==> src/rtl/hwpe_tiled_fsm_if.sv <==
// Streamer/engine control bundle for hwpe_tiled_fsm.
// master: FSM side (drives req/start/clear/enable, base addresses).
// slave : streamer/engine side (drives ready flags and engine count).
interface hwpe_tiled_fsm_if #(
    parameter int N_SRC  = 2,
    parameter int N_SNK  = 1,
    parameter int ADDR_W = 32,
    parameter int CNT_W  = 32
);
    logic [N_SRC-1:0]        src_ready_start;
    logic [N_SRC-1:0]        src_req_start;
    logic [N_SRC*ADDR_W-1:0] src_base_addr;
    logic [N_SNK-1:0]        snk_ready_start;
    logic [N_SNK-1:0]        snk_req_start;
    logic [N_SNK*ADDR_W-1:0] snk_base_addr;
    logic                    eng_ready;
    logic [CNT_W-1:0]        eng_cnt;
    logic                    eng_start;
    logic                    eng_clear;
    logic                    eng_enable;

    modport master (
        input  src_ready_start, snk_ready_start, eng_ready, eng_cnt,
        output src_req_start, snk_req_start, src_base_addr, snk_base_addr,
        output eng_start, eng_clear, eng_enable
    );

    modport slave (
        output src_ready_start, snk_ready_start, eng_ready, eng_cnt,
        input  src_req_start, snk_req_start, src_base_addr, snk_base_addr,
        input  eng_start, eng_clear, eng_enable
    );
endinterface

==> src/rtl/hwpe_tiled_fsm.sv <==
// Multi-tile HWPE control FSM: sequences N_SRC/N_SNK streamers and one engine
// over n_tiles tiles, advancing each stream base by its stride per tile.
// Ports: clk_i, rst_i (async, active-high), clear_i (sync), start_i,
//   job config (n_tiles_i, cnt_limit_i, src/snk base and stride),
//   status (tile_idx_o, busy_o, done_o, evt_o), watchdog (wdog_limit_i,
//   timeout_o), streamer/engine bundle via hwpe_tiled_fsm_if.master.
// Optional stall watchdog built when HWPE_FSM_WDOG_EN is defined.
module hwpe_tiled_fsm #(
    parameter int N_SRC  = 2,
    parameter int N_SNK  = 1,
    parameter int ADDR_W = 32,
    parameter int CNT_W  = 32,
    parameter int TILE_W = 16,
    parameter int WDOG_W = 16
) (
    input  logic                    clk_i,
    input  logic                    rst_i,
    input  logic                    clear_i,
    input  logic                    start_i,
    input  logic [TILE_W-1:0]       n_tiles_i,
    input  logic [CNT_W-1:0]        cnt_limit_i,
    input  logic [N_SRC*ADDR_W-1:0] src_base_i,
    input  logic [N_SRC*ADDR_W-1:0] src_stride_i,
    input  logic [N_SNK*ADDR_W-1:0] snk_base_i,
    input  logic [N_SNK*ADDR_W-1:0] snk_stride_i,
    input  logic [WDOG_W-1:0]       wdog_limit_i,
    output logic [TILE_W-1:0]       tile_idx_o,
    output logic                    busy_o,
    output logic                    done_o,
    output logic                    evt_o,
    output logic                    timeout_o,
    hwpe_tiled_fsm_if.master        strm
);

    typedef enum logic [2:0] {
        IDLE, WAIT, COMPUTE, UPDATE, DRAIN
    } state_e;

    state_e state_q, state_d;

    logic [TILE_W-1:0] tile_q, n_tiles_q, tile_inc;
    logic [CNT_W-1:0]  cnt_limit_q;
    logic [N_SRC-1:0][ADDR_W-1:0] src_base_q, src_stride_q, src_addr_q;
    logic [N_SNK-1:0][ADDR_W-1:0] snk_base_q, snk_stride_q, snk_addr_q;

    logic all_ready, last_tile, ld, upd, done, timeout, wdog_hit;

    assign all_ready = (&strm.src_ready_start) & (&strm.snk_ready_start);
    assign tile_inc  = tile_q + TILE_W'(1);
    assign last_tile = (tile_inc == n_tiles_q);

    always_comb begin
        state_d            = state_q;
        strm.src_req_start = '0;
        strm.snk_req_start = '0;
        strm.eng_start     = 1'b0;
        strm.eng_clear     = 1'b0;
        strm.eng_enable    = 1'b0;
        done               = 1'b0;
        timeout            = 1'b0;
        ld                 = 1'b0;
        upd                = 1'b0;
        if (clear_i) begin
            state_d = IDLE;
        end else begin
            unique case (state_q)
                IDLE: begin
                    // held low while in reset so every output resets to 0
                    strm.eng_clear = ~rst_i;
                    if (start_i) begin
                        ld      = 1'b1;
                        state_d = WAIT;
                    end
                end
                WAIT: begin
                    if (all_ready) begin
                        strm.src_req_start = '1;
                        strm.snk_req_start = '1;
                        strm.eng_start     = 1'b1;
                        state_d            = COMPUTE;
                    end
                end
                COMPUTE: begin
                    strm.eng_enable = 1'b1;
                    strm.eng_start  = strm.eng_ready;
                    if (strm.eng_cnt == cnt_limit_q) state_d = UPDATE;
                end
                UPDATE: begin
                    if (last_tile) begin
                        state_d = DRAIN;
                    end else begin
                        strm.eng_clear = 1'b1;
                        upd            = 1'b1;
                        state_d        = WAIT;
                    end
                end
                DRAIN: begin
                    if (all_ready) begin
                        done    = 1'b1;
                        state_d = IDLE;
                    end
                end
                default: state_d = IDLE;
            endcase
            if (wdog_hit) begin
                strm.src_req_start = '0;
                strm.snk_req_start = '0;
                strm.eng_start     = 1'b0;
                timeout            = 1'b1;
                done               = 1'b1;
                state_d            = IDLE;
            end
        end
    end

    always_ff @(posedge clk_i or posedge rst_i) begin
        if (rst_i) begin
            state_q      <= IDLE;
            tile_q       <= '0;
            n_tiles_q    <= '0;
            cnt_limit_q  <= '0;
            src_base_q   <= '0;
            src_stride_q <= '0;
            src_addr_q   <= '0;
            snk_base_q   <= '0;
            snk_stride_q <= '0;
            snk_addr_q   <= '0;
        end else begin
            state_q <= state_d;
            if (clear_i) begin
                tile_q     <= '0;
                src_addr_q <= src_base_q;
                snk_addr_q <= snk_base_q;
            end else if (ld) begin
                tile_q       <= '0;
                n_tiles_q    <= (n_tiles_i == '0) ? TILE_W'(1) : n_tiles_i;
                cnt_limit_q  <= cnt_limit_i;
                src_base_q   <= src_base_i;
                src_stride_q <= src_stride_i;
                snk_base_q   <= snk_base_i;
                snk_stride_q <= snk_stride_i;
                src_addr_q   <= src_base_i;
                snk_addr_q   <= snk_base_i;
            end else if (upd) begin
                // address tracks base + offset; ready for the next WAIT
                tile_q <= tile_inc;
                for (int i = 0; i < N_SRC; i++)
                    src_addr_q[i] <= src_addr_q[i] + src_stride_q[i];
                for (int i = 0; i < N_SNK; i++)
                    snk_addr_q[i] <= snk_addr_q[i] + snk_stride_q[i];
            end
        end
    end

`ifdef HWPE_FSM_WDOG_EN
    logic [WDOG_W-1:0] wdog_q;
    logic [CNT_W-1:0]  cnt_prev_q;
    logic              wdog_run;

    assign wdog_run = (state_q == WAIT) || (state_q == COMPUTE) ||
                      (state_q == DRAIN);
    assign wdog_hit = wdog_run && (wdog_limit_i != '0) &&
                      (wdog_q == wdog_limit_i);

    always_ff @(posedge clk_i or posedge rst_i) begin
        if (rst_i) begin
            wdog_q     <= '0;
            cnt_prev_q <= '0;
        end else begin
            cnt_prev_q <= strm.eng_cnt;
            if (!wdog_run || state_d != state_q ||
                strm.eng_cnt != cnt_prev_q)
                wdog_q <= '0;
            else
                wdog_q <= wdog_q + WDOG_W'(1);
        end
    end
`else
    logic wdog_unused;
    assign wdog_unused = ^wdog_limit_i;
    assign wdog_hit    = 1'b0;
`endif

    assign strm.src_base_addr = src_addr_q;
    assign strm.snk_base_addr = snk_addr_q;
    assign tile_idx_o         = tile_q;
    assign busy_o             = (state_q != IDLE);
    assign done_o             = done;
    assign evt_o              = done;
    assign timeout_o          = timeout;

endmodule
==> src/flat_wrapper.sv <==
// flat-port wrapper written by rule: the top's interface ports become plain ports
module hwpe_tiled_fsm_flat 
#(
    parameter int N_SRC  = 2,
    parameter int N_SNK  = 1,
    parameter int ADDR_W = 32,
    parameter int CNT_W  = 32,
    parameter int TILE_W = 16,
    parameter int WDOG_W = 16
)
  (clk_i, rst_i, clear_i, start_i, n_tiles_i, cnt_limit_i, src_base_i, src_stride_i, snk_base_i, snk_stride_i, wdog_limit_i, tile_idx_o, busy_o, done_o, evt_o, timeout_o, strm_src_ready_start, strm_snk_ready_start, strm_eng_ready, strm_eng_cnt, strm_src_req_start, strm_snk_req_start, strm_src_base_addr, strm_snk_base_addr, strm_eng_start, strm_eng_clear, strm_eng_enable);
  hwpe_tiled_fsm_if #(.N_SRC(N_SRC), .N_SNK(N_SNK), .ADDR_W(ADDR_W), .CNT_W(CNT_W)) strm_i ();
  input  logic clk_i;
  input  logic rst_i;
  input  logic clear_i;
  input  logic start_i;
  input  logic [TILE_W-1:0] n_tiles_i;
  input  logic [CNT_W-1:0] cnt_limit_i;
  input  logic [N_SRC*ADDR_W-1:0] src_base_i;
  input  logic [N_SRC*ADDR_W-1:0] src_stride_i;
  input  logic [N_SNK*ADDR_W-1:0] snk_base_i;
  input  logic [N_SNK*ADDR_W-1:0] snk_stride_i;
  input  logic [WDOG_W-1:0] wdog_limit_i;
  output logic [TILE_W-1:0] tile_idx_o;
  output logic busy_o;
  output logic done_o;
  output logic evt_o;
  output logic timeout_o;
  input wire logic [$bits(strm_i.src_ready_start)-1:0] strm_src_ready_start;
  input wire logic [$bits(strm_i.snk_ready_start)-1:0] strm_snk_ready_start;
  input wire logic [$bits(strm_i.eng_ready)-1:0] strm_eng_ready;
  input wire logic [$bits(strm_i.eng_cnt)-1:0] strm_eng_cnt;
  output wire logic [$bits(strm_i.src_req_start)-1:0] strm_src_req_start;
  output wire logic [$bits(strm_i.snk_req_start)-1:0] strm_snk_req_start;
  output wire logic [$bits(strm_i.src_base_addr)-1:0] strm_src_base_addr;
  output wire logic [$bits(strm_i.snk_base_addr)-1:0] strm_snk_base_addr;
  output wire logic [$bits(strm_i.eng_start)-1:0] strm_eng_start;
  output wire logic [$bits(strm_i.eng_clear)-1:0] strm_eng_clear;
  output wire logic [$bits(strm_i.eng_enable)-1:0] strm_eng_enable;
  assign strm_i.src_ready_start = strm_src_ready_start;
  assign strm_i.snk_ready_start = strm_snk_ready_start;
  assign strm_i.eng_ready = strm_eng_ready;
  assign strm_i.eng_cnt = strm_eng_cnt;
  assign strm_src_req_start = strm_i.src_req_start;
  assign strm_snk_req_start = strm_i.snk_req_start;
  assign strm_src_base_addr = strm_i.src_base_addr;
  assign strm_snk_base_addr = strm_i.snk_base_addr;
  assign strm_eng_start = strm_i.eng_start;
  assign strm_eng_clear = strm_i.eng_clear;
  assign strm_eng_enable = strm_i.eng_enable;
  hwpe_tiled_fsm #(.N_SRC(N_SRC), .N_SNK(N_SNK), .ADDR_W(ADDR_W), .CNT_W(CNT_W), .TILE_W(TILE_W), .WDOG_W(WDOG_W)) u_core (.clk_i(clk_i), .rst_i(rst_i), .clear_i(clear_i), .start_i(start_i), .n_tiles_i(n_tiles_i), .cnt_limit_i(cnt_limit_i), .src_base_i(src_base_i), .src_stride_i(src_stride_i), .snk_base_i(snk_base_i), .snk_stride_i(snk_stride_i), .wdog_limit_i(wdog_limit_i), .tile_idx_o(tile_idx_o), .busy_o(busy_o), .done_o(done_o), .evt_o(evt_o), .timeout_o(timeout_o), .strm(strm_i));
endmodule
==> config.mk <==
export PLATFORM = sky130hd
export DESIGN_NAME = hwpe_tiled_fsm_flat
export DESIGN_NICKNAME = d
export VERILOG_FILES = /design/src/rtl/hwpe_tiled_fsm_if.sv /design/src/rtl/hwpe_tiled_fsm.sv /design/src/flat_wrapper.sv
export SDC_FILE = /design/constraint.sdc
export NUM_CORES = 1
export LEC_CHECK = 0
export ABC_AREA = 1
export CORE_UTILIZATION = 55
export CTS_CLUSTER_DIAMETER = 80
export CTS_CLUSTER_SIZE = 8
export DETAILED_ROUTE_END_ITERATION = 10
export PLACE_DENSITY = 0.84
export REMOVE_ABC_BUFFERS = 1
export SLEW_MARGIN = 30
export SYNTH_ARGS = -nofsm -noshare
export SYNTH_HDL_FRONTEND = slang
export SYNTH_SLANG_ARGS = --single-unit
==> constraint.sdc <==
create_clock -name clk_i -period 24.8 [get_ports clk_i]
set_input_delay 2.48 -clock clk_i [delete_from_list [all_inputs] [get_ports clk_i]]
set_output_delay 2.48 -clock clk_i [all_outputs]
set_load 0.02 [all_outputs]
==> impl_metrics.py <==
metrics = {
    "cells_and_area": {
        "nFillCells": 3202,
        "area_growth_pct": 25.0,
        "final_layout_size_suffix_gt1_frac": 0.0277,
        "multiInputGateArea_sq_um": 11600,
        "layout_commonest_cell": "nand2_1",
        "nNetsFinal": 3855,
        "regArea_sq_um": 8880,
        "layout_common_cells": "1,333 x nand2_1, 399 x clkdlybuf4s50_1, 355 x dfrtp_1, 293 x nand3_1, 224 x inv_1",
    },
    "worst_setup_path": {
        "r2r_start": "u_core.state_q[0]",
        "reg2regPathDepth": 12,
        "crit_required_ns": 22.32,
        "cp_max_fo": 6,
        "critical_path.startpoint_type": "input pin",
        "r2r_end": "u_core.strm.src_base_addr[34]",
        "critPathKind": "in2out",
        "arrival_ns": 4.60,
        "crit_path_end": "done_o",
        "cp-startpoint": "strm_snk_ready_start",
        "crit_path_end_kind": "primary output",
        "regToRegSetupSlack_ns": 20.37,
    },
    "clocking": {
        "ctsRootBufferMaster": "clkbuf_16",
        "cts_hold_buffers": 0,
        "path_clk_slew_ns": 0.05,
        "insertion_delay_ns": 0.59,
        "post_cts_resized": 0,
        "clk_path_buf_depth": 3,
        "clock-sinks": 355,
        "cts_tree": "yes",
        "numCtsBuffers": 50,
        "postCtsSetupBuffers": 0,
        "cts_max_level": 2,
    },
    "pwr": {
        "cellLeakagePower_nw": 13.8,
        "p_per_area_nw_per_um2": 137,
        "ir_worst_vdd_mv": 0.0774,
    },
    "sta": {
        "final-setup-viol-count": 0,
        "max_freq_mhz": 141,
        "finalSetupTns_ns": 0,
        "rsz0062_at_grt": "no",
        "period_share": 0.286,
        "worstMarginPinSlew_ns": 0.999,
        "fin_crit_ns": 7.08,
        "report.final.slew_viol_count": 0,
        "slew_headroom": 0.334,
        "fin_skew_ns": 0.0167,
        "hold_slack_ns": 0.479,
        "hold_viol": 0,
    },
    "route": {
        "met2_length_microns": 35100,
        "finalWirelength_microns": 73900,
        "num_vias": 22600,
        "vias_per_cell": 5.67,
        "drt_pre_antenna_iters": 6,
        "top_layer": "met5",
        "wl_met1_microns": 29300,
        "drt_iter0_markers": 1783,
        "drc_errors": 0,
        "routedWlPerCell_microns": 18.5,
        "dr_wl_met3_microns": 6230,
        "drtAntennaViolNets": 0,
    },
    "grt": {
        "antenna_found_initial": 7,
        "grt_pass1_vias": 22600,
        "track_usage": 0.362,
        "grt_max_degree": 136,
        "gr-total-overflow": 0,
        "grt_pass1_wl_microns": 118000,
    },
    "synth": {
        "synth_area_leaders": "dfrtp_1 40%, nand2_1 23%, nand3_1 6.7%",
        "syn_area_per_cell_sq_um": 7.05,
        "synth_top_area_frac": 0.404,
        "synthFlopType": "dfrtp_1",
        "synth.distinct_cells": 40,
        "synth_top_family_by_area": "simple AND/OR/NAND/NOR gates",
        "async_flop_share": 1.00,
        "netlist_area_sq_um": 22000,
        "synth-seq-area-share": 0.404,
        "yosys.area.top_type": "dfrtp_1",
        "yosysWarningCount": 0,
        "synth_fa_ha_area_frac": 0.0563,
        "netlist_instances": 3117,
        "synth_xor_area_frac": 0.0261,
        "synth_simple_gate_area_frac": 0.354,
        "synth_seq_cells": 355,
        "synth_mux_area_frac": 0,
        "synth_compound_area_frac": 0.0919,
        "synth_edf_count": 0,
    },
    "placed_design": {
        "numPortBuffers": 400,
        "place_congestion": 0.926,
        "place.detailed.hpwl_microns": 52900,
    },
    "min_path": {
        "worst_hold_path_type": "reg2reg",
    },
    "job": {
        "max-cap-violations": 0,
    },
    "floorplan": {
        "rows": 72,
        "start_util": 0.563,
        "dieHeight_microns": 202,
        "core_sq_um": 39000,
        "die_w_microns": 202,
        "ioPinCount": 418,
        "die-area_sq_um": 40700,
    },
    "outcome": {
        "status": "complete, no violations",
    },
}
## layout make-up
cell class	count	share of cell area
Multi-Input combinational cell	2413	0.423
Sequential cell	355	0.324
Timing Repair Buffer	414	0.150
Clock buffer	50	0.0456
Inverter	228	0.0319
Tap cell	518	0.0236
Clock inverter	4	0.00150
Antenna cell	3	0.000273
## cells in the mapped netlist, types with 3 or more instances
cell	count
nand3_1	293
ha_1	94
nand2_1	1335
o21a_1	6
a21boi_0	4
buf_2	23
a31oi_1	3
nand2_2	4
a21oi_1	108
a21o_1	10
nand3b_1	7
clkbuf_1	62
xor2_1	26
buf_1	10
inv_1	225
nor2_1	186
o221ai_1	21
o211ai_1	19
o21ai_0	117
a22oi_1	34
nand4_1	28
nor4_1	8
o21bai_1	19
buf_4	15
nor3_1	28
fa_1	3
buf_6	11
xnor2_1	37
dfrtp_1	355
or2_2	13
## where the power goes
part	internal (W)	leakage (nW)	switching, W
logic	0.000792	8.78	0.00131
registers	0.000857	4.43	0.000205
clock network	0.000353	0.632	0.000251
total	0.00200	13.8	0.00176
## logic make-up (layout without fill, tap and decap cells)
logic type | after synthesis | count (layout)
simple gates | 1910 | 1910
flops | 355 | 355
buf+inv | 349 | 696
compound gates | 341 | 341
fa+ha+maj | 97 | 97
xor+xnor | 64 | 64
other cells | 1 | 4
## worst max-delay path: stages
cell	delay (ns)
clkdlybuf4s50_1	0.51
nand3_1	0.21
nor4_1	0.66
clkdlybuf4s50_1	0.74
## sequential cells by signal, indices dropped and copies added, names as in the netlist
signal / count
u_core.src_base_q: 64
u_core.src_stride_q: 64
u_core.strm.src_base_addr: 64
u_core.cnt_limit_q: 32
u_core.snk_base_q: 32
u_core.snk_stride_q: 32
u_core.strm.snk_base_addr: 32
u_core.n_tiles_q: 16
u_core.tile_idx_o: 16
u_core.state_q: 3
## how the worst min path moves through the flow
stage	start	end	slack, ns	cells after the start
4_1_cts	u_core.src_base_q[21]	u_core.src_base_q[21]	0.48	2
3_5_place_dp	u_core.src_base_q[47]	u_core.src_base_q[47]	0.47	2
3_3_place_gp	u_core.src_base_q[56]	u_core.src_base_q[56]	0.46	2
6_report	u_core.src_base_q[25]	u_core.src_base_q[25]	0.48	2
5_1_grt	u_core.src_base_q[22]	u_core.src_base_q[22]	0.50	2
2_1_floorplan	u_core.src_base_q[50]	u_core.src_base_q[50]	0.45	2
## routing by layer
| layer | global-route usage | up-vias |
|---|---|---|
| met5 | 0 | - |
| met4 | 0.161 | 8 |
| met3 | 0.0772 | 209 |
| met2 | 0.600 | 1011 |
| met1 | 0.456 | 10600 |
| li1 | - | 10700 |
## through the flow
| step | total power [W] | instances | util | area, sq um | setup WS, ns |
|---|---|---|---|---|---|
| finish | 0.00376 | 3985 | 0.704 | 27500 | 17.72 |
| global route | 0.00405 | 3983 | 0.704 | 27400 | 17.57 |
| CTS | 0.00375 | 3982 | 0.703 | 27400 | 17.71 |
| detailed placement | 0.00312 | 3928 | 0.670 | 26100 | 17.73 |
| global placement | 0.00305 | 3928 | 0.670 | 26100 | 17.72 |
| floorplan | 0.00244 | 2996 | - | 21300 | 11.91 |
No activity file was read; power rests on OpenSTA's default activity.
